**src/rtl/cnn_upsampling_frame_ctrl_pkg.sv**
```systemverilog
// ---------------------------------------------------------------------------
// cnn_upsampling_frame_ctrl_pkg
// Shared definitions for the frame-level sequencer that wraps the
// nearest-neighbour upsampler: FSM state encoding, default geometry and a
// helper that sizes counters able to hold the value N itself.
// ---------------------------------------------------------------------------
package cnn_upsampling_frame_ctrl_pkg;

  // Frame sequencer states (3-bit encoding).
  typedef enum logic [2:0] {
    ST_IDLE  = 3'd0,
    ST_FLUSH = 3'd1,
    ST_LOAD  = 3'd2,
    ST_DRAIN = 3'd3,
    ST_DONE  = 3'd4
  } frame_state_e;

  // Default geometry of the production configuration.
  localparam int DEF_DATA_WIDTH   = 32;
  localparam int DEF_IMAGE_WIDTH  = 16;
  localparam int DEF_IMAGE_HEIGHT = 16;
  localparam int DEF_CHANNEL_NUM  = 256;
  localparam int DEF_UP_FACTOR    = 4;
  localparam int DEF_FLUSH_CYCLES = 4;

  // Bits needed for a counter that must be able to represent n.
  function automatic int cnt_width(input int n);
    return $clog2(n + 1);
  endfunction

endpackage

```
**src/rtl/cnn_upsampling_frame_ctrl.sv**
```systemverilog
// ---------------------------------------------------------------------------
// cnn_upsampling_frame_ctrl
// Frame sequencer placed around a single-frame nearest-neighbour upsampler.
// Each start admits exactly one frame of IN_COUNT pixels (channel-major),
// holds upstream off while the upsampler drains, counts the OUT_COUNT
// upsampled pixels and pulses frame_done once the last one has left.
// The upsampler's synchronous reset is driven high while idle and for
// FLUSH_CYCLES cycles before every frame so its pointers start clean.
//
// Ports
//   clk           in   clock
//   reset         in   asynchronous reset, active low
//   start         in   accept next frame (sampled in IDLE/DONE only)
//   valid_in      in   upstream pixel valid
//   pxl_in        in   upstream pixel
//   ready_in      out  high only while loading a frame
//   up_reset      out  upsampler sync reset, active high
//   up_valid      out  upsampler input valid (registered)
//   up_pxl        out  upsampler input pixel (registered)
//   up_valid_out  in   upsampler output valid
//   up_pxl_out    in   upsampler output pixel
//   valid_out     out  downstream pixel valid (registered)
//   pxl_out       out  downstream pixel (registered)
//   busy          out  sequencer not idle
//   frame_done    out  one-cycle pulse, high during DONE
//   err_overflow  out  sticky: a pixel was offered while ready_in was low
// ---------------------------------------------------------------------------
module cnn_upsampling_frame_ctrl
  import cnn_upsampling_frame_ctrl_pkg::*;
#(
  parameter int DATA_WIDTH   = DEF_DATA_WIDTH,
  parameter int IMAGE_WIDTH  = DEF_IMAGE_WIDTH,
  parameter int IMAGE_HEIGHT = DEF_IMAGE_HEIGHT,
  parameter int CHANNEL_NUM  = DEF_CHANNEL_NUM,
  parameter int UP_FACTOR    = DEF_UP_FACTOR,
  parameter int FLUSH_CYCLES = DEF_FLUSH_CYCLES
) (
  input  logic                  clk,
  input  logic                  reset,
  input  logic                  start,
  input  logic                  valid_in,
  input  logic [DATA_WIDTH-1:0] pxl_in,
  output logic                  ready_in,
  output logic                  up_reset,
  output logic                  up_valid,
  output logic [DATA_WIDTH-1:0] up_pxl,
  input  logic                  up_valid_out,
  input  logic [DATA_WIDTH-1:0] up_pxl_out,
  output logic                  valid_out,
  output logic [DATA_WIDTH-1:0] pxl_out,
  output logic                  busy,
  output logic                  frame_done,
  output logic                  err_overflow
);

  localparam int IN_COUNT  = IMAGE_WIDTH * IMAGE_HEIGHT * CHANNEL_NUM;
  localparam int OUT_COUNT = IN_COUNT * UP_FACTOR * UP_FACTOR;
  localparam int IN_CW     = cnt_width(IN_COUNT);
  localparam int OUT_CW    = cnt_width(OUT_COUNT);
  localparam int FLUSH_CW  = cnt_width(FLUSH_CYCLES);

  localparam logic [IN_CW-1:0]    IN_LAST    = IN_CW'(IN_COUNT - 1);
  localparam logic [OUT_CW-1:0]   OUT_LAST   = OUT_CW'(OUT_COUNT - 1);
  localparam logic [FLUSH_CW-1:0] FLUSH_LAST = FLUSH_CW'(FLUSH_CYCLES - 1);

  frame_state_e          state_q;
  frame_state_e          state_d;
  logic [IN_CW-1:0]      in_cnt;
  logic [OUT_CW-1:0]     out_cnt;
  logic [FLUSH_CW-1:0]   flush_cnt;

  logic                  accept;
  logic                  out_take;
  logic                  overflow_hit;
  logic                  ready_d;
  logic                  up_reset_d;
  logic                  done_d;

  // ready_in is a registered copy of (state == LOAD), so gating accepts with
  // it is the same as gating with the state but keeps the port glitch-free.
  assign accept       = valid_in & ready_in;
  assign overflow_hit = valid_in & ~ready_in;
  // The upsampler starts emitting before the frame is fully loaded, so the
  // output path is live in LOAD as well as DRAIN.
  assign out_take     = up_valid_out & ((state_q == ST_LOAD) | (state_q == ST_DRAIN));
  assign busy         = (state_q != ST_IDLE);

  // ---- next-state and registered-output decode ----
  always_comb begin
    state_d    = state_q;
    ready_d    = 1'b0;
    up_reset_d = 1'b0;
    done_d     = 1'b0;
    case (state_q)
      ST_IDLE: begin
        if (start) state_d = ST_FLUSH;
      end
      ST_FLUSH: begin
        if (flush_cnt == FLUSH_LAST) state_d = ST_LOAD;
      end
      ST_LOAD: begin
        if (accept && (in_cnt == IN_LAST)) state_d = ST_DRAIN;
      end
      ST_DRAIN: begin
        if (out_take && (out_cnt == OUT_LAST)) state_d = ST_DONE;
      end
      ST_DONE: begin
        state_d = start ? ST_FLUSH : ST_IDLE;
      end
      default: state_d = ST_IDLE;
    endcase

    // Outputs follow the state being entered so they line up with it.
    ready_d    = (state_d == ST_LOAD);
    up_reset_d = (state_d == ST_IDLE) | (state_d == ST_FLUSH);
    done_d     = (state_d == ST_DONE);
  end

  // ---- state register and control outputs ----
  always_ff @(posedge clk or negedge reset) begin
    if (!reset) begin
      state_q      <= ST_IDLE;
      ready_in     <= 1'b0;
      up_reset     <= 1'b1;
      frame_done   <= 1'b0;
      err_overflow <= 1'b0;
    end else begin
      state_q    <= state_d;
      ready_in   <= ready_d;
      up_reset   <= up_reset_d;
      frame_done <= done_d;
      if (overflow_hit) err_overflow <= 1'b1;
    end
  end

  // ---- frame counters ----
  always_ff @(posedge clk or negedge reset) begin
    if (!reset) begin
      flush_cnt <= '0;
      in_cnt    <= '0;
      out_cnt   <= '0;
    end else if (state_q == ST_FLUSH) begin
      flush_cnt <= flush_cnt + 1'b1;
      in_cnt    <= '0;
      out_cnt   <= '0;
    end else begin
      flush_cnt <= '0;
      if (accept)   in_cnt  <= in_cnt + 1'b1;
      if (out_take) out_cnt <= out_cnt + 1'b1;
    end
  end

  // ---- input stage: one register between upstream and upsampler ----
  always_ff @(posedge clk or negedge reset) begin
    if (!reset) begin
      up_valid <= 1'b0;
      up_pxl   <= '0;
    end else begin
      up_valid <= accept;
      if (accept) up_pxl <= pxl_in;
    end
  end

  // ---- output stage: one register between upsampler and downstream ----
  always_ff @(posedge clk or negedge reset) begin
    if (!reset) begin
      valid_out <= 1'b0;
      pxl_out   <= '0;
    end else begin
      valid_out <= out_take;
      if (out_take) pxl_out <= up_pxl_out;
    end
  end

endmodule

```
**config.mk**
```make
export PLATFORM = sky130hd
export DESIGN_NAME = cnn_upsampling_frame_ctrl
export DESIGN_NICKNAME = d
export VERILOG_FILES = /design/src/rtl/cnn_upsampling_frame_ctrl_pkg.sv /design/src/rtl/cnn_upsampling_frame_ctrl.sv
export SDC_FILE = /design/constraint.sdc
export NUM_CORES = 1
export LEC_CHECK = 0
export BUFFER_PORTS_ARGS = -buffer_cell sky130_fd_sc_hd__buf_2
export CAP_MARGIN = 20
export CORE_ASPECT_RATIO = 1.25
export CORE_MARGIN = 3
export CORE_UTILIZATION = 30
export CTS_CLUSTER_DIAMETER = 120
export DETAILED_ROUTE_END_ITERATION = 10
export PLACE_DENSITY_LB_ADDON = 0.15
export SKIP_LAST_GASP = 1
export SLEW_MARGIN = 30
export SYNTH_ARGS = -nofsm -noshare
export SYNTH_HDL_FRONTEND = slang
export SYNTH_SLANG_ARGS = --single-unit
```
**constraint.sdc**
```tcl
create_clock -name clk -period 2.4 [get_ports clk]
set_input_delay 0.24 -clock clk [delete_from_list [all_inputs] [get_ports clk]]
set_output_delay 0.24 -clock clk [all_outputs]
set_load 0.05 [all_outputs]
```
; Word level (Yosys, flattened, before mapping)
; Cells that the tools add are included.
[classes]
add_sub_neg = 3
multipliers = 0
div = 0
magnitude_cmp = 0
n_eq_ne = 10
shift = 0
n_mux = 11
n_bitwise = 6
reduce_logical = 7
[op_table]
columns = operator, count
row1 = 21-bit 2-to-1 mux, 2
row2 = 17-bit 2-to-1 mux, 2
row3 = "21-bit by 1-bit adder with 21-bit output, second input constant", 1
row4 = "21-bit by 20-bit equality test with 1-bit output, second input constant", 1
row5 = "17-bit by 1-bit adder with 17-bit output, second input constant", 1
row6 = "17-bit by 16-bit equality test with 1-bit output, second input constant", 1
row7 = 3-bit 2-to-1 mux, 5
row8 = 3-bit one-hot mux with 5 select lines, 1
row9 = "3-bit by 2-bit equality test with 1-bit output, second input constant", 4
row10 = "3-bit by 1-bit equality test with 1-bit output, second input constant", 2
row11 = "3-bit equality test, second input constant", 2
row12 = 3-bit logical NOT, 2
row13 = 2-bit nonzero test, 2
row14 = "3-bit by 1-bit adder with 3-bit output, second input constant", 1
row15 = 1-bit AND, 3
row16 = 3-bit nonzero test, 1
row17 = 1-bit logical AND, 2
row18 = 1-bit OR, 2
row19 = 1-bit 2-to-1 mux, 1
row20 = 1-bit NOT, 1
[word_totals]
ff_bits = 114
latch_bits = 0
mem_bits_rw = 0
mem_bits_ro = 0
output_inout_bits = 71
wordCells = 49
memories = 0

; Longest topological paths before layout
; Gate-level depths: netlist of run 1.
[logic_depth]
ltp_word = 8
mapped_depth = 7
mapped_depth_nobuf = 7

; Worst setup path before layout of run 1
; OpenSTA, ideal clock, no wires.
[synth_path]
path_type = reg2reg
startpoint = register in_cnt[6]
endpoint = register state_q[0]
arrival_time_ns = 1.927
required_ns = 2.318
path_slack_ns = 0.390
stages_incl_launch_ff = 8
path_cell_list = dfrtp_1 > nand4_4 > or4_4 > nor2_1 > ha_1 > a21oi_1 > or3b_2 > o22ai_1
[synth_between]
elab_chain_len = 4
[synth_lines]
columns = element, line_no
row1 = start: declaration, cnn_upsampling_frame_ctrl.sv:68  ; logic [IN_CW-1:0] in_cnt;
row2 = start signal: assignment, cnn_upsampling_frame_ctrl.sv:148  ; if (accept) in_cnt <= in_cnt + 1'b1;
row3 = 17-bit by 16-bit equality test with 1-bit output, cnn_upsampling_frame_ctrl.sv:102  ; if (accept && (in_cnt == IN_LAST)) state_d = ST_DRAIN;
row4 = 1-bit logical AND, cnn_upsampling_frame_ctrl.sv:102
row5 = 3-bit 2-to-1 mux, cnn_upsampling_frame_ctrl.sv:102
row6 = 3-bit one-hot mux with 5 select lines, cnn_upsampling_frame_ctrl.sv:94  ; case (state_q)
row7 = named net state_d[0], cnn_upsampling_frame_ctrl.sv:67  ; frame_state_e state_d;
row8 = end signal: assignment, cnn_upsampling_frame_ctrl.sv:128  ; state_q <= state_d;
row9 = end: declaration, cnn_upsampling_frame_ctrl.sv:66  ; frame_state_e state_q;
; The timed path passes the listed nets, and every way through them passes these cells.
; A chain may end at the register's enable or synchronous reset.

; Worst setup path in the final report of run 1
; Ends and elaborated chain as after synthesis.

==> impl_metrics.json, run 1 <==
{
  "crit_path_end_kind": "flip-flop",
  "global_route.usage.total_pct": 14.2,
  "number_of_setup_buffers_added_after_cts": 0,
  "p_comb_share_pct": 17.8,
  "drv.max_cap_violation_count": 0,
  "run_status": "complete, no violations",
  "ys_seq_area_share_pct": 59.8,
  "detail-route-antenna-nets": 0,
  "headroom_to_the_max_slew_limit_pct": 74.4,
  "firstDrtPassIters": 4,
  "num_rows": 50,
  "largest_area_contributor_in_the_netlist": "dfrtp_1",
  "wire_length_of_the_first_global_routing_pass_mm": 19.9,
  "grt_pass1_vias": 4031,
  "yosysMostFrequentCell": "nand2_1",
  "drive_above_1_share_pct": 27.5,
  "cts_made_buffers": 17,
  "postSynthRegisterBits": 114,
  "dieHeight_um": 147,
  "number_of_endpoints_failing_setup_at_the_final_stage": 0,
  "htreeDepth": 4,
  "top_cells_by_area_in_the_synthesized_netlist": "dfrtp_1, nand2_1, xnor2_1",
  "critical_path.startpoint": "in_cnt[6]",
  "die_width_um": 119,
  "static-leakage-power_nw": 3.28,
  "post_synth_instance_area_mm2": 0.00477,
  "route.detailed.vias_per_inst": 4.49,
  "synthDistinctLibCells": 38,
  "worst_r2r_path_depth": 7,
  "final_cell_count_no_fill": 885,
  "worstMarginPinSlew_ns": 0.384,
  "post-layout-total-power_mw": 5.72,
  "antenna_cells_inserted": 0,
  "routed-via-count": 3977,
  "synth-edff-count": 0,
  "timing_worst_setup_path_type": "flip-flop to flip-flop",
  "cts_resized": 0,
  "dp_hpwl_mm": 8.21,
  "nNetsFinal": 740,
  "floorplan.initialDensity_pct": 31.3,
  "initialDrtViolationCount": 205,
  "worst-endpoint-arrival_ns": 2.46,
  "drv_slew": 0,
  "cts_tree": "yes",
  "netSwitchingFraction_pct": 30.4,
  "top_level_ports": 140,
  "whs_ns": 0.0230,
  "post_drt_wl_per_cell_um": 13.3,
  "holdCritPathClass": "input pin to flip-flop",
  "final_period_utilization_pct": 88.9,
  "antenna_found_initial": 0,
  "rsz0062_at_grt": "false",
  "critical_path.reg2reg.startpoint": "in_cnt[6]",
  "design.core.area_mm2": 0.0153,
  "reg2reg_slack_ns": 0.27,
  "clock_latency_ns": 0.41,
  "internal-power_mw": 3.98,
  "fillCellCount": 1559,
  "net_count_of_the_mapped_netlist": 589,
  "cts.reportedPaths.clkPinSlew_ns": 0.05,
  "max_clock_freq_mhz": 469,
  "yosys_warnings": 0,
  "p_switching_mw": 1.74,
  "cts_num_sinks": 114,
  "p_seq_share_pct": 40.3,
  "r2r-end": "state_q[0]",
  "cts-root-buf": "clkbuf_16",
  "post-place-cells": 849,
  "number_of_cells_produced_by_synthesis": 515,
  "globalRouteOverflowTotal": 0,
  "postSynthAreaPerCell_um2": 9.27,
  "synth_cell_count_leaders": "nand2_1, dfrtp_1, nor2_1",
  "pin_count_of_the_biggest_net_entering_global_routing": 64,
  "critical_path.endpoint": "state_q[0]",
  "cts_hold_buffers": 6,
  "clock_share_of_power_pct": 41.8,
  "die_area_mm2": 0.0175,
  "gp_congestion": 0.753,
  "syn_to_final_growth_pct": 33.3,
  "drt-total-wl_mm": 11.8,
  "synthArstFlopShare_pct": 100,
  "power_per_cell_area_mw_per_mm2": 898,
  "ys_dominant_reg_cell": "dfrtp_1",
  "timing_hold_violations_final": 0,
  "finalCriticalPeriod_ns": 2.13,
  "fin_util_pct": 41.7,
  "fin_setup_tns_ns": 0,
  "max-vdd-ir-drop_mv": 0.402,
  "setup.worst_path.start_class": "flip-flop",
  "critPathMaxFanout": 7,
  "cts.path.max_buffers": 2,
  "worst_clock_skew_ns": 0.00895,
  "io_buffers": 139,
  "synth_top_area_share_pct": 59.2,
  "required_time_at_the_endpoint_of_the_critical_path_ns": 2.72,
  "remaining_drc_errors": 0
}
worst max-delay path: stages (launching register included):
cell and delay (ns):
dfrtp_1 0.44, nand4_4 0.16, or4_4 0.55, nor2_1 0.12, ha_1 0.14, a21oi_1 0.07, or3b_2 0.44, o22ai_1 0.13
metrics by stage:
| step | setup WS, ns | cell area [µm²] |
|---|---|---|
| finish | 0.266 | 6360 |
| global route | 0.0776 | 6360 |
| CTS | 0.250 | 6360 |
| detailed placement | 0.269 | 5740 |
| global placement | 0.286 | 5740 |
| floorplan | 0.390 | 4770 |
cells by family after synthesis:
kind of cell | after synthesis | synth area share, %
xor gates and xnor gates | 22 | 4.04
AOI/OAI and AO/OA | 32 | 3.72
buffers and inverters | 35 | 2.78
muxes | 1 | 0.210
DFF | 114 | 59.8
adders and majority gates | 5 | 1.31
and+or+nand+nor | 306 | 28.2
sequential cells by signal (all words and copies together), names as in the netlist, 3 cells and up:
| signal | cells |
|---|---|
| flush_cnt | 3 |
| pxl_out | 32 |
| out_cnt | 21 |
| state_q | 3 |
| up_pxl | 32 |
| in_cnt | 17 |
power by group through the flow:
stage | combinational [mW] | sequential, mW | clock, mW
after floorplan | 0.292 | 2.72 | 0
after global placement | 1.02 | 2.32 | 0
after detailed placement | 1.03 | 2.33 | 0
after CTS | 1.04 | 2.30 | 2.47
after global routing | 1.11 | 2.33 | 2.56
final | 1.02 | 2.30 | 2.39
how the worst min path moves through the flow:
stage                     slack (ns)           start            to  cells after the start
after floorplan                -0.06           reset  err_overflow                      0
after global placement          0.18           reset    pxl_out[3]                      1
after detailed placement        0.19           reset    pxl_out[4]                      1
after CTS                     0.0002  up_pxl_out[29]   pxl_out[29]                      3
after global routing           0.007      pxl_in[11]    up_pxl[11]                      3
final                           0.02  up_pxl_out[25]   pxl_out[25]                      3
per-layer routing:
metal	wire length [µm]	track usage (%)	share of wire [%]	up-vias
met4	261	6.78	2.2	0
met5	0	0	0	-
met1	5150	17.4	44	1895
met2	5820	22.8	49	89
met3	566	4.20	4.8	19
li1	-	-	-	1974
final cells by class:
| type | instances | area (µm²) | area share, % |
|---|---|---|---|
| tap | 208 | 260 | 4.09 |
| inverter | 12 | 45.0 | 0.708 |
| sequential | 114 | 2850 | 44.9 |
| clock inverter | 5 | 50.0 | 0.787 |
| multi-input combinational | 366 | 1790 | 28.2 |
| clock buffer | 25 | 515 | 8.10 |
| timing repair buffer | 155 | 846 | 13.3 |
placed cells by master, fill, tap and decap left out, drive strengths merged:
master         n
xor2           6
nand3b         2
clkbuf        25
buf          149
and4b          1
or2            3
dfstp          1
nand4         11
and3           1
a21o           1
nor3b          1
o21ai         10
a22o           1
o31ai          2
a211oi         1
or4            4
a21oi         15
dlygate4sd3    6
nand3         11
clkinv         4
or3           12
mux2i          1
o211ai         1
and4           4
nor4           8
inv           12
ha             5
nor2          32
nand2        206
and2           1
dfrtp        113
nor3           7
xnor2         16
bufinv         1
nand4b         1
or3b           1
o22ai          1
No activity file was read; power rests on OpenSTA's default activity.
==> run 2: changes to the inputs <==
==> constraint.sdc (replaced) <==
create_clock -name clk -period 2.8 [get_ports clk]
set_input_delay 0.28 -clock clk [delete_from_list [all_inputs] [get_ports clk]]
set_output_delay 0.28 -clock clk [all_outputs]
set_load 0.05 [all_outputs]
==> run 2 against run 1 <==
Total power down 14%. Non-clock buffer count down 8. Worst setup slack better by 0.39 ns. Wire length about the same. Final area down 1.1%. Via count down 0.48%. Sequential power down 14%. Hold slack better by 0.036 ns. Fmax down 0.45%. Clock skew down 0.0015 ns. Critical path depth unchanged. Count of clock-buffer cells in the layout up 2. Largest cell class unchanged. Highest routed layer unchanged.
==> impl_metrics.json, run 2 (synthesis results as in run 1) <==
{
  "run_status": "complete, no violations",
  "finalCriticalPeriod_ns": 2.14,
  "headroom_to_the_max_slew_limit_pct": 49.2,
  "drt-total-wl_mm": 11.8,
  "setup.worst_path.start_class": "flip-flop",
  "die_width_um": 119,
  "worst-endpoint-arrival_ns": 2.47,
  "timing_worst_setup_path_type": "flip-flop to flip-flop",
  "clock_latency_ns": 0.41,
  "post_drt_wl_per_cell_um": 13.4,
  "worstMarginPinSlew_ns": 0.759,
  "cts-root-buf": "clkbuf_16",
  "design.core.area_mm2": 0.0153,
  "route.detailed.vias_per_inst": 4.50,
  "detail-route-antenna-nets": 0,
  "cts.path.max_buffers": 2,
  "timing_hold_violations_final": 0,
  "drv_slew": 0,
  "worst_clock_skew_ns": 0.00742,
  "cts_tree": "yes",
  "fin_area_mm2": 0.00629,
  "remaining_drc_errors": 0,
  "top_level_ports": 140,
  "antenna_found_initial": 0,
  "num_rows": 50,
  "io_buffers": 139,
  "cts_num_sinks": 114,
  "final_cell_count_no_fill": 879,
  "post-layout-total-power_mw": 4.91,
  "max-vdd-ir-drop_mv": 0.310,
  "fin_setup_tns_ns": 0,
  "routed-via-count": 3958,
  "postPlaceCellArea_mm2": 0.00571,
  "wire_length_of_the_first_global_routing_pass_mm": 20.3,
  "static-leakage-power_nw": 3.24,
  "drive_above_1_share_pct": 26.8,
  "finalWorstSetupSlack_ns": 0.656,
  "cell_type_group_with_the_largest_total_delay_on_the_critical_path": "simple AND/OR/NAND/NOR gates",
  "number_of_endpoints_failing_setup_at_the_final_stage": 0,
  "required_time_at_the_endpoint_of_the_critical_path_ns": 3.13,
  "syn_to_final_growth_pct": 31.8,
  "initialDrtViolationCount": 150,
  "final_period_utilization_pct": 76.6,
  "cts_made_buffers": 17,
  "firstDrtPassIters": 4,
  "max_clock_freq_mhz": 466,
  "global_route.usage.total_pct": 14.3,
  "most-common-layout-cells": "nand2_1, buf_2, dfrtp_1",
  "htreeDepth": 4,
  "post-place-cells": 846,
  "gp_congestion": 0.725,
  "floorplan.initialDensity_pct": 31.3,
  "die_area_mm2": 0.0175,
  "layout.cells.most_common": "nand2_1",
  "pin_count_of_the_biggest_net_entering_global_routing": 71,
  "drv.max_cap_violation_count": 0,
  "critPathMaxFanout": 7,
  "whs_ns": 0.0586,
  "cts.reportedPaths.clkPinSlew_ns": 0.05,
  "globalRouteOverflowTotal": 0,
  "dp_hpwl_mm": 8.14,
  "reg.largest.list": "pxl_out x32, up_pxl x32, out_cnt x21",
  "rsz0062_at_grt": "false",
  "grt_pass1_vias": 4183,
  "max_stage_delay_ns": 0.55,
  "dieHeight_um": 147,
  "path_buf_inv": 0,
  "crit_path_top_delay_cell": "or4_4",
  "crit_chain": "nand4_4 > or4_4 > nor2_1 > ha_1 > a21oi_1 > or3b_2 > o22ai_1",
  "nNetsFinal": 732,
  "power_per_cell_area_mw_per_mm2": 781,
  "fin_util_pct": 41.2,
  "dpl_worst_slack_ns": 0.642,
  "crit_path_end_kind": "flip-flop",
  "cts_resized": 0,
  "antenna_cells_inserted": 0,
  "holdCritPathClass": "input pin to flip-flop"
}
==> run 2: layout make-up <==
| cell class | count | area, µm² |
|---|---|---|
| Multi-Input combinational cell | 366 | 1790 |
| Inverter | 12 | 45.0 |
| Sequential cell | 114 | 2850 |
| Timing Repair Buffer | 147 | 773 |
| Clock inverter | 5 | 75.1 |
| Clock buffer | 27 | 493 |
| Tap cell | 208 | 260 |
| Fill cell | 1575 | 8970 |
==> run 2: power by group <==
group          leakage (nW)  internal, mW  total [mW]  switching (mW)
combinational          1.53         0.228       0.868           0.639
clock                 0.279          1.37        2.07           0.696
sequential             1.43          1.83        1.97           0.146
total                  3.24          3.43        4.91            1.48
==> run 2: worst paths after layout <==
check	from	end	slack, ns	cells after the start
hold reg to reg	flush_cnt[0]	flush_cnt[0]	0.43	1
setup / recovery	in_cnt[6]	state_q[0]	0.66	7
max in group asynchronous	reset	up_reset	1.56	3
hold / removal	pxl_in[28]	up_pxl[28]	0.06	3
min in group asynchronous	reset	pxl_out[4]	0.44	2
setup reg to reg	in_cnt[6]	state_q[0]	0.66	7
==> run 2: worst register-to-register path, stage by stage (launching register included) <==
cell and delay, ns:
dfrtp_1 0.43, nand4_4 0.16, or4_4 0.55, nor2_1 0.13, ha_1 0.15, a21oi_1 0.07, or3b_2 0.44, o22ai_1 0.13
==> run 2: layer usage <==
metal	part of all wire, %	vias to the layer above	GRT usage (%)
met3	5.3	21	4.85
met1	42	1891	16.7
met2	51	88	24.2
met5	0	-	0
li1	-	1958	-
met4	2.0	0	5.91
==> run 2: what timing repair did <==
item,CTS,global route
hold buffers,1,0
buffers inserted,0,0
hold endpoints to repair,44,0
